File: config.mk
export PLATFORM = sky130hd
export DESIGN_NAME = wb_arbiter_2m_flat
export DESIGN_NICKNAME = d
export VERILOG_FILES = /design/src/rtl/wb_arbiter_2m_if.sv /design/src/rtl/wb_arbiter_2m.sv /design/src/flat_wrapper.sv
export SDC_FILE = /design/constraint.sdc
export NUM_CORES = 1
export LEC_CHECK = 0
export ABC_AREA = 1
export CORE_AREA = 5 5 117 119
export CTS_BUF_LIST = sky130_fd_sc_hd__clkbuf_8
export DETAILED_ROUTE_END_ITERATION = 10
export DIE_AREA = 0 0 122 124
export PLACE_DENSITY = 0.64
export SLEW_MARGIN = 0
export SYNTH_ARGS = -nofsm -noshare
export SYNTH_HDL_FRONTEND = slang
export SYNTH_SLANG_ARGS = --single-unit
File: constraint.sdc
create_clock -name clk_i -period 1.5 [get_ports clk_i]
set_input_delay 0.3 -clock clk_i [delete_from_list [all_inputs] [get_ports clk_i]]
set_output_delay 0.3 -clock clk_i [all_outputs]
set_load 0.05 [all_outputs]
File: src/rtl/wb_arbiter_2m_if.sv
// Bus bundle for the two-master Wishbone arbiter: master I, master D and the shared slave port.
// The slave modport is the arbiter's view; the master modport is the view of whatever drives it.
interface wb_arbiter_2m_if #(
  parameter int AW = 64,
  parameter int DW = 16,
  parameter int SW = 2
);

  logic [AW-1:0] iadr_i;
  logic [DW-1:0] idat_i;
  logic          iwe_i;
  logic          istb_i;
  logic          icyc_i;
  logic [SW-1:0] isel_i;
  logic          iack_o;
  logic [DW-1:0] idat_o;

  logic [AW-1:0] dadr_i;
  logic [DW-1:0] ddat_i;
  logic          dwe_i;
  logic          dstb_i;
  logic          dcyc_i;
  logic [SW-1:0] dsel_i;
  logic          dack_o;
  logic [DW-1:0] ddat_o;

  logic [AW-1:0] wbmadr_o;
  logic [DW-1:0] wbmdat_o;
  logic          wbmwe_o;
  logic          wbmstb_o;
  logic          wbmcyc_o;
  logic [SW-1:0] wbmsel_o;
  logic          wbmack_i;
  logic [DW-1:0] wbmdat_i;

  modport slave (
    input  iadr_i, idat_i, iwe_i, istb_i, icyc_i, isel_i,
    output iack_o, idat_o,
    input  dadr_i, ddat_i, dwe_i, dstb_i, dcyc_i, dsel_i,
    output dack_o, ddat_o,
    output wbmadr_o, wbmdat_o, wbmwe_o, wbmstb_o, wbmcyc_o, wbmsel_o,
    input  wbmack_i, wbmdat_i
  );

  modport master (
    output iadr_i, idat_i, iwe_i, istb_i, icyc_i, isel_i,
    input  iack_o, idat_o,
    output dadr_i, ddat_i, dwe_i, dstb_i, dcyc_i, dsel_i,
    input  dack_o, ddat_o,
    input  wbmadr_o, wbmdat_o, wbmwe_o, wbmstb_o, wbmcyc_o, wbmsel_o,
    output wbmack_i, wbmdat_i
  );

endinterface

File: src/rtl/wb_arbiter_2m.sv
// Two-master (I fetch, D load/store) Wishbone arbiter; the owner keeps the bus for its whole CYC.
// Define WBARB_ROUND_ROBIN_EN for round-robin tie breaking; otherwise D wins every tie.
module wb_arbiter_2m (
  input  logic                  clk_i,
  input  logic                  reset_ni,
  wb_arbiter_2m_if.slave        bus,
  output logic [1:0]            gnt_o
);

  // Encoding doubles as the grant code presented on gnt_o.
  typedef enum logic [1:0] {
    IDLE  = 2'b00,
    OWN_I = 2'b01,
    OWN_D = 2'b10
  } state_t;

  state_t state;
  state_t state_nxt;
  state_t tie_winner;

`ifdef WBARB_ROUND_ROBIN_EN
  // last_gnt: 0 = I was the previous owner, 1 = D.
  logic last_gnt;

  always_ff @(posedge clk_i or negedge reset_ni) begin
    if (!reset_ni) begin
      last_gnt <= 1'b0;
    end else if (state == OWN_I && !bus.icyc_i) begin
      last_gnt <= 1'b0;
    end else if (state == OWN_D && !bus.dcyc_i) begin
      last_gnt <= 1'b1;
    end
  end

  assign tie_winner = last_gnt ? OWN_I : OWN_D;
`else
  assign tie_winner = OWN_D;
`endif

  always_ff @(posedge clk_i or negedge reset_ni) begin
    if (!reset_ni) begin
      state <= IDLE;
    end else begin
      state <= state_nxt;
    end
  end

  // Ownership is only released when the owner drops CYC; a waiting master takes over directly.
  always_comb begin
    state_nxt = state;
    case (state)
      IDLE: begin
        if (bus.icyc_i && bus.dcyc_i) begin
          state_nxt = tie_winner;
        end else if (bus.icyc_i) begin
          state_nxt = OWN_I;
        end else if (bus.dcyc_i) begin
          state_nxt = OWN_D;
        end
      end
      OWN_I: begin
        if (!bus.icyc_i) begin
          state_nxt = bus.dcyc_i ? OWN_D : IDLE;
        end
      end
      OWN_D: begin
        if (!bus.dcyc_i) begin
          state_nxt = bus.icyc_i ? OWN_I : IDLE;
        end
      end
      default: begin
        state_nxt = IDLE;
      end
    endcase
  end

  always_comb begin
    bus.wbmadr_o = '0;
    bus.wbmdat_o = '0;
    bus.wbmwe_o  = 1'b0;
    bus.wbmstb_o = 1'b0;
    bus.wbmcyc_o = 1'b0;
    bus.wbmsel_o = '0;
    bus.iack_o   = 1'b0;
    bus.idat_o   = '0;
    bus.dack_o   = 1'b0;
    bus.ddat_o   = '0;
    case (state)
      OWN_I: begin
        bus.wbmadr_o = bus.iadr_i;
        bus.wbmdat_o = bus.idat_i;
        bus.wbmwe_o  = bus.iwe_i;
        bus.wbmstb_o = bus.istb_i;
        bus.wbmcyc_o = bus.icyc_i;
        bus.wbmsel_o = bus.isel_i;
        bus.iack_o   = bus.wbmack_i & bus.icyc_i;
        bus.idat_o   = bus.wbmdat_i;
      end
      OWN_D: begin
        bus.wbmadr_o = bus.dadr_i;
        bus.wbmdat_o = bus.ddat_i;
        bus.wbmwe_o  = bus.dwe_i;
        bus.wbmstb_o = bus.dstb_i;
        bus.wbmcyc_o = bus.dcyc_i;
        bus.wbmsel_o = bus.dsel_i;
        bus.dack_o   = bus.wbmack_i & bus.dcyc_i;
        bus.ddat_o   = bus.wbmdat_i;
      end
      default: begin
      end
    endcase
  end

  assign gnt_o = state;

endmodule
File: src/flat_wrapper.sv
// flat-port wrapper written by rule: the top's interface ports become plain ports
module wb_arbiter_2m_flat 
  (clk_i, reset_ni, gnt_o, bus_iadr_i, bus_idat_i, bus_iwe_i, bus_istb_i, bus_icyc_i, bus_isel_i, bus_iack_o, bus_idat_o, bus_dadr_i, bus_ddat_i, bus_dwe_i, bus_dstb_i, bus_dcyc_i, bus_dsel_i, bus_dack_o, bus_ddat_o, bus_wbmadr_o, bus_wbmdat_o, bus_wbmwe_o, bus_wbmstb_o, bus_wbmcyc_o, bus_wbmsel_o, bus_wbmack_i, bus_wbmdat_i);
  wb_arbiter_2m_if bus_i ();
  input  logic clk_i;
  input  logic reset_ni;
  output logic [1:0] gnt_o;
  input wire logic [$bits(bus_i.iadr_i)-1:0] bus_iadr_i;
  input wire logic [$bits(bus_i.idat_i)-1:0] bus_idat_i;
  input wire logic [$bits(bus_i.iwe_i)-1:0] bus_iwe_i;
  input wire logic [$bits(bus_i.istb_i)-1:0] bus_istb_i;
  input wire logic [$bits(bus_i.icyc_i)-1:0] bus_icyc_i;
  input wire logic [$bits(bus_i.isel_i)-1:0] bus_isel_i;
  output wire logic [$bits(bus_i.iack_o)-1:0] bus_iack_o;
  output wire logic [$bits(bus_i.idat_o)-1:0] bus_idat_o;
  input wire logic [$bits(bus_i.dadr_i)-1:0] bus_dadr_i;
  input wire logic [$bits(bus_i.ddat_i)-1:0] bus_ddat_i;
  input wire logic [$bits(bus_i.dwe_i)-1:0] bus_dwe_i;
  input wire logic [$bits(bus_i.dstb_i)-1:0] bus_dstb_i;
  input wire logic [$bits(bus_i.dcyc_i)-1:0] bus_dcyc_i;
  input wire logic [$bits(bus_i.dsel_i)-1:0] bus_dsel_i;
  output wire logic [$bits(bus_i.dack_o)-1:0] bus_dack_o;
  output wire logic [$bits(bus_i.ddat_o)-1:0] bus_ddat_o;
  output wire logic [$bits(bus_i.wbmadr_o)-1:0] bus_wbmadr_o;
  output wire logic [$bits(bus_i.wbmdat_o)-1:0] bus_wbmdat_o;
  output wire logic [$bits(bus_i.wbmwe_o)-1:0] bus_wbmwe_o;
  output wire logic [$bits(bus_i.wbmstb_o)-1:0] bus_wbmstb_o;
  output wire logic [$bits(bus_i.wbmcyc_o)-1:0] bus_wbmcyc_o;
  output wire logic [$bits(bus_i.wbmsel_o)-1:0] bus_wbmsel_o;
  input wire logic [$bits(bus_i.wbmack_i)-1:0] bus_wbmack_i;
  input wire logic [$bits(bus_i.wbmdat_i)-1:0] bus_wbmdat_i;
  assign bus_i.iadr_i = bus_iadr_i;
  assign bus_i.idat_i = bus_idat_i;
  assign bus_i.iwe_i = bus_iwe_i;
  assign bus_i.istb_i = bus_istb_i;
  assign bus_i.icyc_i = bus_icyc_i;
  assign bus_i.isel_i = bus_isel_i;
  assign bus_iack_o = bus_i.iack_o;
  assign bus_idat_o = bus_i.idat_o;
  assign bus_i.dadr_i = bus_dadr_i;
  assign bus_i.ddat_i = bus_ddat_i;
  assign bus_i.dwe_i = bus_dwe_i;
  assign bus_i.dstb_i = bus_dstb_i;
  assign bus_i.dcyc_i = bus_dcyc_i;
  assign bus_i.dsel_i = bus_dsel_i;
  assign bus_dack_o = bus_i.dack_o;
  assign bus_ddat_o = bus_i.ddat_o;
  assign bus_wbmadr_o = bus_i.wbmadr_o;
  assign bus_wbmdat_o = bus_i.wbmdat_o;
  assign bus_wbmwe_o = bus_i.wbmwe_o;
  assign bus_wbmstb_o = bus_i.wbmstb_o;
  assign bus_wbmcyc_o = bus_i.wbmcyc_o;
  assign bus_wbmsel_o = bus_i.wbmsel_o;
  assign bus_i.wbmack_i = bus_wbmack_i;
  assign bus_i.wbmdat_i = bus_wbmdat_i;
  wb_arbiter_2m u_core (.clk_i(clk_i), .reset_ni(reset_ni), .bus(bus_i), .gnt_o(gnt_o));
endmodule
==> results_dict.tcl <==
set metrics [dict create \
    status "complete, but fails checks" \
    violations "negative setup slack" \
    synth_compound_area_share_pct 25.11 \
    cts_root_buffer "clkbuf_8" \
    antenna_found_initial 0 \
    crit_chain "inv_4 > ha_4 > buf_8 > clkbuf_16 > nand2_2 > a21oi_4 > buf_12" \
    synth_top_family_by_area "simple AND/OR/NAND/NOR gates" \
    finalInstanceArea_um2 7993 \
    fin_hold_ws_ns 0.2574 \
    worst_pin_slew_ns 0.1926 \
    seqPwrFrac_pct 0.7 \
    critPathMaxFanout 5 \
    vias 3800 \
    crit_required_ns 1.20 \
    maxSlewHeadroom_pct 87.16 \
    avgRoutedWirePerCell_um 17.19 \
    synth-seq-area-share_pct 2.886 \
    clk_latency_ns 0.21 \
    setup_slack_ns -0.4139 \
    largest_reg_flops 2 \
    switchingPower_uw 9879 \
    synth-xor-area-share_pct 0 \
    cp.buffers_inverters 4 \
    io_buffers 309 \
    synth_cells 386 \
    synthMuxAreaShare_pct 0 \
    cts_made_buffers 3 \
    grt_pass1_vias 4152 \
    fp.dieH_um 124 \
    ys_warn_count 0 \
    dieWidth_um 122 \
    synth_simple_gate_area_share_pct 47.69 \
    critical_path_class "reg2out" \
    dieArea_um2 15130 \
    num_rows 41 \
    holdBufCountCts 0 \
    drt-total-wl_um 15110 \
    syn2layout_area_growth_pct 360.9 \
    fin_crit_sh_pct 127.6 \
    n_antenna_cell 0 \
    synth_top_area_share_pct 46.10 \
    overflow 0 \
    power_frac_clock_pct 1.2 \
    drtAntennaViolNets 0 \
    end_kind "output port" \
    grt_start_max_net_pins 25 \
    drtPass1Iterations 4 \
    syn_area_per_cell_um2 4.493 \
    dpl_cell_area_um2 7421 \
    nNetsFinal 903 \
    ctsHtreeMaxLevel 1 \
    clock-sinks 2 \
    peakVddDrop_mv 1.461 \
    pre_cts_slack_ns -0.2681 \
    fmaxAchievable_mhz 522.5 \
    rsz0062_at_grt "true" \
    via_per_inst 4.323 \
    skew_ns 0.0004466 \
    tns_ns -40.57 \
    powerDensity_nw_per_um2 2222 \
    synth.distinct_cells 12 \
    drv_slew 0 \
    drtIter0Drc 81 \
    clock_path_buffers 2 \
    synth_area_leaders "nand2_1 (46%), a21oi_1 (25%), inv_1 (8.9%)" \
    synth_top_cell_by_area "nand2_1" \
    max_cap_violations 0 \
    finalCriticalPeriod_ns 1.914 \
    crit_arrival_ns 1.61 \
    combPwrFrac_pct 98.1 \
    drive_gt1_share_pct 48.51 \
    drc 0 \
    hold_viol_final 0 \
    leakage_uw 0.002841 \
    p_int_uw 7883 \
    core-area_um2 12470 \
    crit_slowest_cell "dfrtp_2" \
    min_path_type "in2async" \
    cts.clk_slew.worst_paths_ns 0.03 \
    grt.total_usage_pct 18.27 \
    cp-start-kind "flip-flop" \
    synth_nets 580 \
    grt_pass1_wl_um 21770 \
    initial_core_util_pct 13.91 \
    ys_ff_latch 2 \
    cts_tree "built" \
    max_stage_delay_ns 0.43 \
    yosys.area_share.adder_pct 3.608 \
    finalSetupViolations 121 \
    ios 310 \
    gp_congestion 0.8127 \
    syn-cell-area_um2 1734 \
    switching_share_pct 55.62 \
    critical_path.top_delay_family "buffers and inverters" \
    detailed_place_hpwl_um 12250 \
]
layer usage:
metal / vias up / part of all wire [%] / track usage [%]
met5: - / 0 / 0
met4: 0 / 2.6 / 4.692
met3: 30 / 9.2 / 4.950
met2: 197 / 55 / 37.67
met1: 1748 / 33 / 17.68
li1: 1825 / - / -
final timing paths:
| kind | slack [ns] | startpoint | end | cells after the start |
|---|---|---|---|---|
| hold / removal | 0.26 | reset_ni | u_core.gnt_o[0] | 1 |
| setup reg to reg | -0.10 | u_core.gnt_o[0] | u_core.gnt_o[1] | 9 |
| setup / recovery | -0.41 | u_core.gnt_o[1] | bus_wbmdat_o[0] | 7 |
| max in group asynchronous | 1.11 | reset_ni | u_core.gnt_o[1] | 1 |
| min in group clk_i | 0.77 | u_core.gnt_o[0] | u_core.gnt_o[0] | 4 |
| hold reg to reg | 0.77 | u_core.gnt_o[0] | u_core.gnt_o[0] | 4 |
synthesized netlist by cell type, drive strengths merged:
master / count
nor2: 6
ha: 5
o21ai: 1
a21oi: 86
buf: 27
nand2: 213
dfrtp: 2
nand3: 1
inv: 41
clkbuf: 4
power by group through the flow:
stage	Sequential [uW]	Combinational (uW)	Clock (uW)
after global routing	124	18100	227
after global placement	110	15900	0
after CTS	115	17400	219
after detailed placement	112	16100	0
after floorplan	211	9530	0
final	121	17400	210
final cells by class:
type	instances	area (um^2)
repair buffers	349	4903
fillers	969	4473
multi-input cells	312	2545
inverters	41	235.2
well taps	172	215.2
flip-flops and latches	2	52.55
clock buffers	3	41.29
through the flow:
step	utilization (%)	instances	total power, uW
6_report	64.12	879	17760
4_1_cts	63.09	876	17770
5_1_grt	64.12	879	18490
3_5_place_dp	59.53	861	16200
2_1_floorplan	-	386	9745
3_3_place_gp	59.53	861	16020
cell families after synthesis:
logic type / count (synthesis)
and+or+nand+nor: 220
DFF: 2
buffers and inverters: 72
adders and majority gates: 5
AOI/OAI and AO/OA: 87
worst register-to-register path: stages, from the launching register on:
cell     delay, ns
dfrtp_2       0.41
buf_6         0.13
ha_4          0.20
buf_8         0.15
buf_16        0.16
buf_4         0.15
o21ai_2       0.10
nor2_1        0.05
nand2_1       0.07
nand2_1       0.06
cells in the final DEF (no fill, tap or decap):
cell type | netlist | layout
dfrtp_2 | 0 | 2
a21oi_2 | 0 | 3
clkinvlp_4 | 0 | 17
nand2_2 | 0 | 45
clkbuf_8 | 0 | 3
nand2_1 | 213 | 154
nand3_1 | 1 | 1
buf_16 | 0 | 5
inv_12 | 0 | 1
clkbuf_16 | 0 | 2
nor2_2 | 0 | 1
buf_8 | 0 | 1
buf_12 | 0 | 132
buf_6 | 8 | 5
a21oi_4 | 0 | 81
inv_1 | 41 | 16
buf_4 | 2 | 16
nor2_4 | 0 | 3
ha_1 | 5 | 1
nand2_4 | 0 | 14
nor2_1 | 6 | 2
o21ai_2 | 0 | 1
inv_2 | 0 | 5
inv_4 | 0 | 2
a21oi_1 | 86 | 2
clkdlybuf4s50_1 | 0 | 188
ha_4 | 0 | 4
timing repair:
action | 4_1_cts | 5_1_grt
setup buffers | 6 | 4
pin swaps | 7 | 16
setup endpoints to repair | 121 | 121
resized for setup | 47 | 48
cloned | 6 | 2
Power figures use the tool's default switching activity.
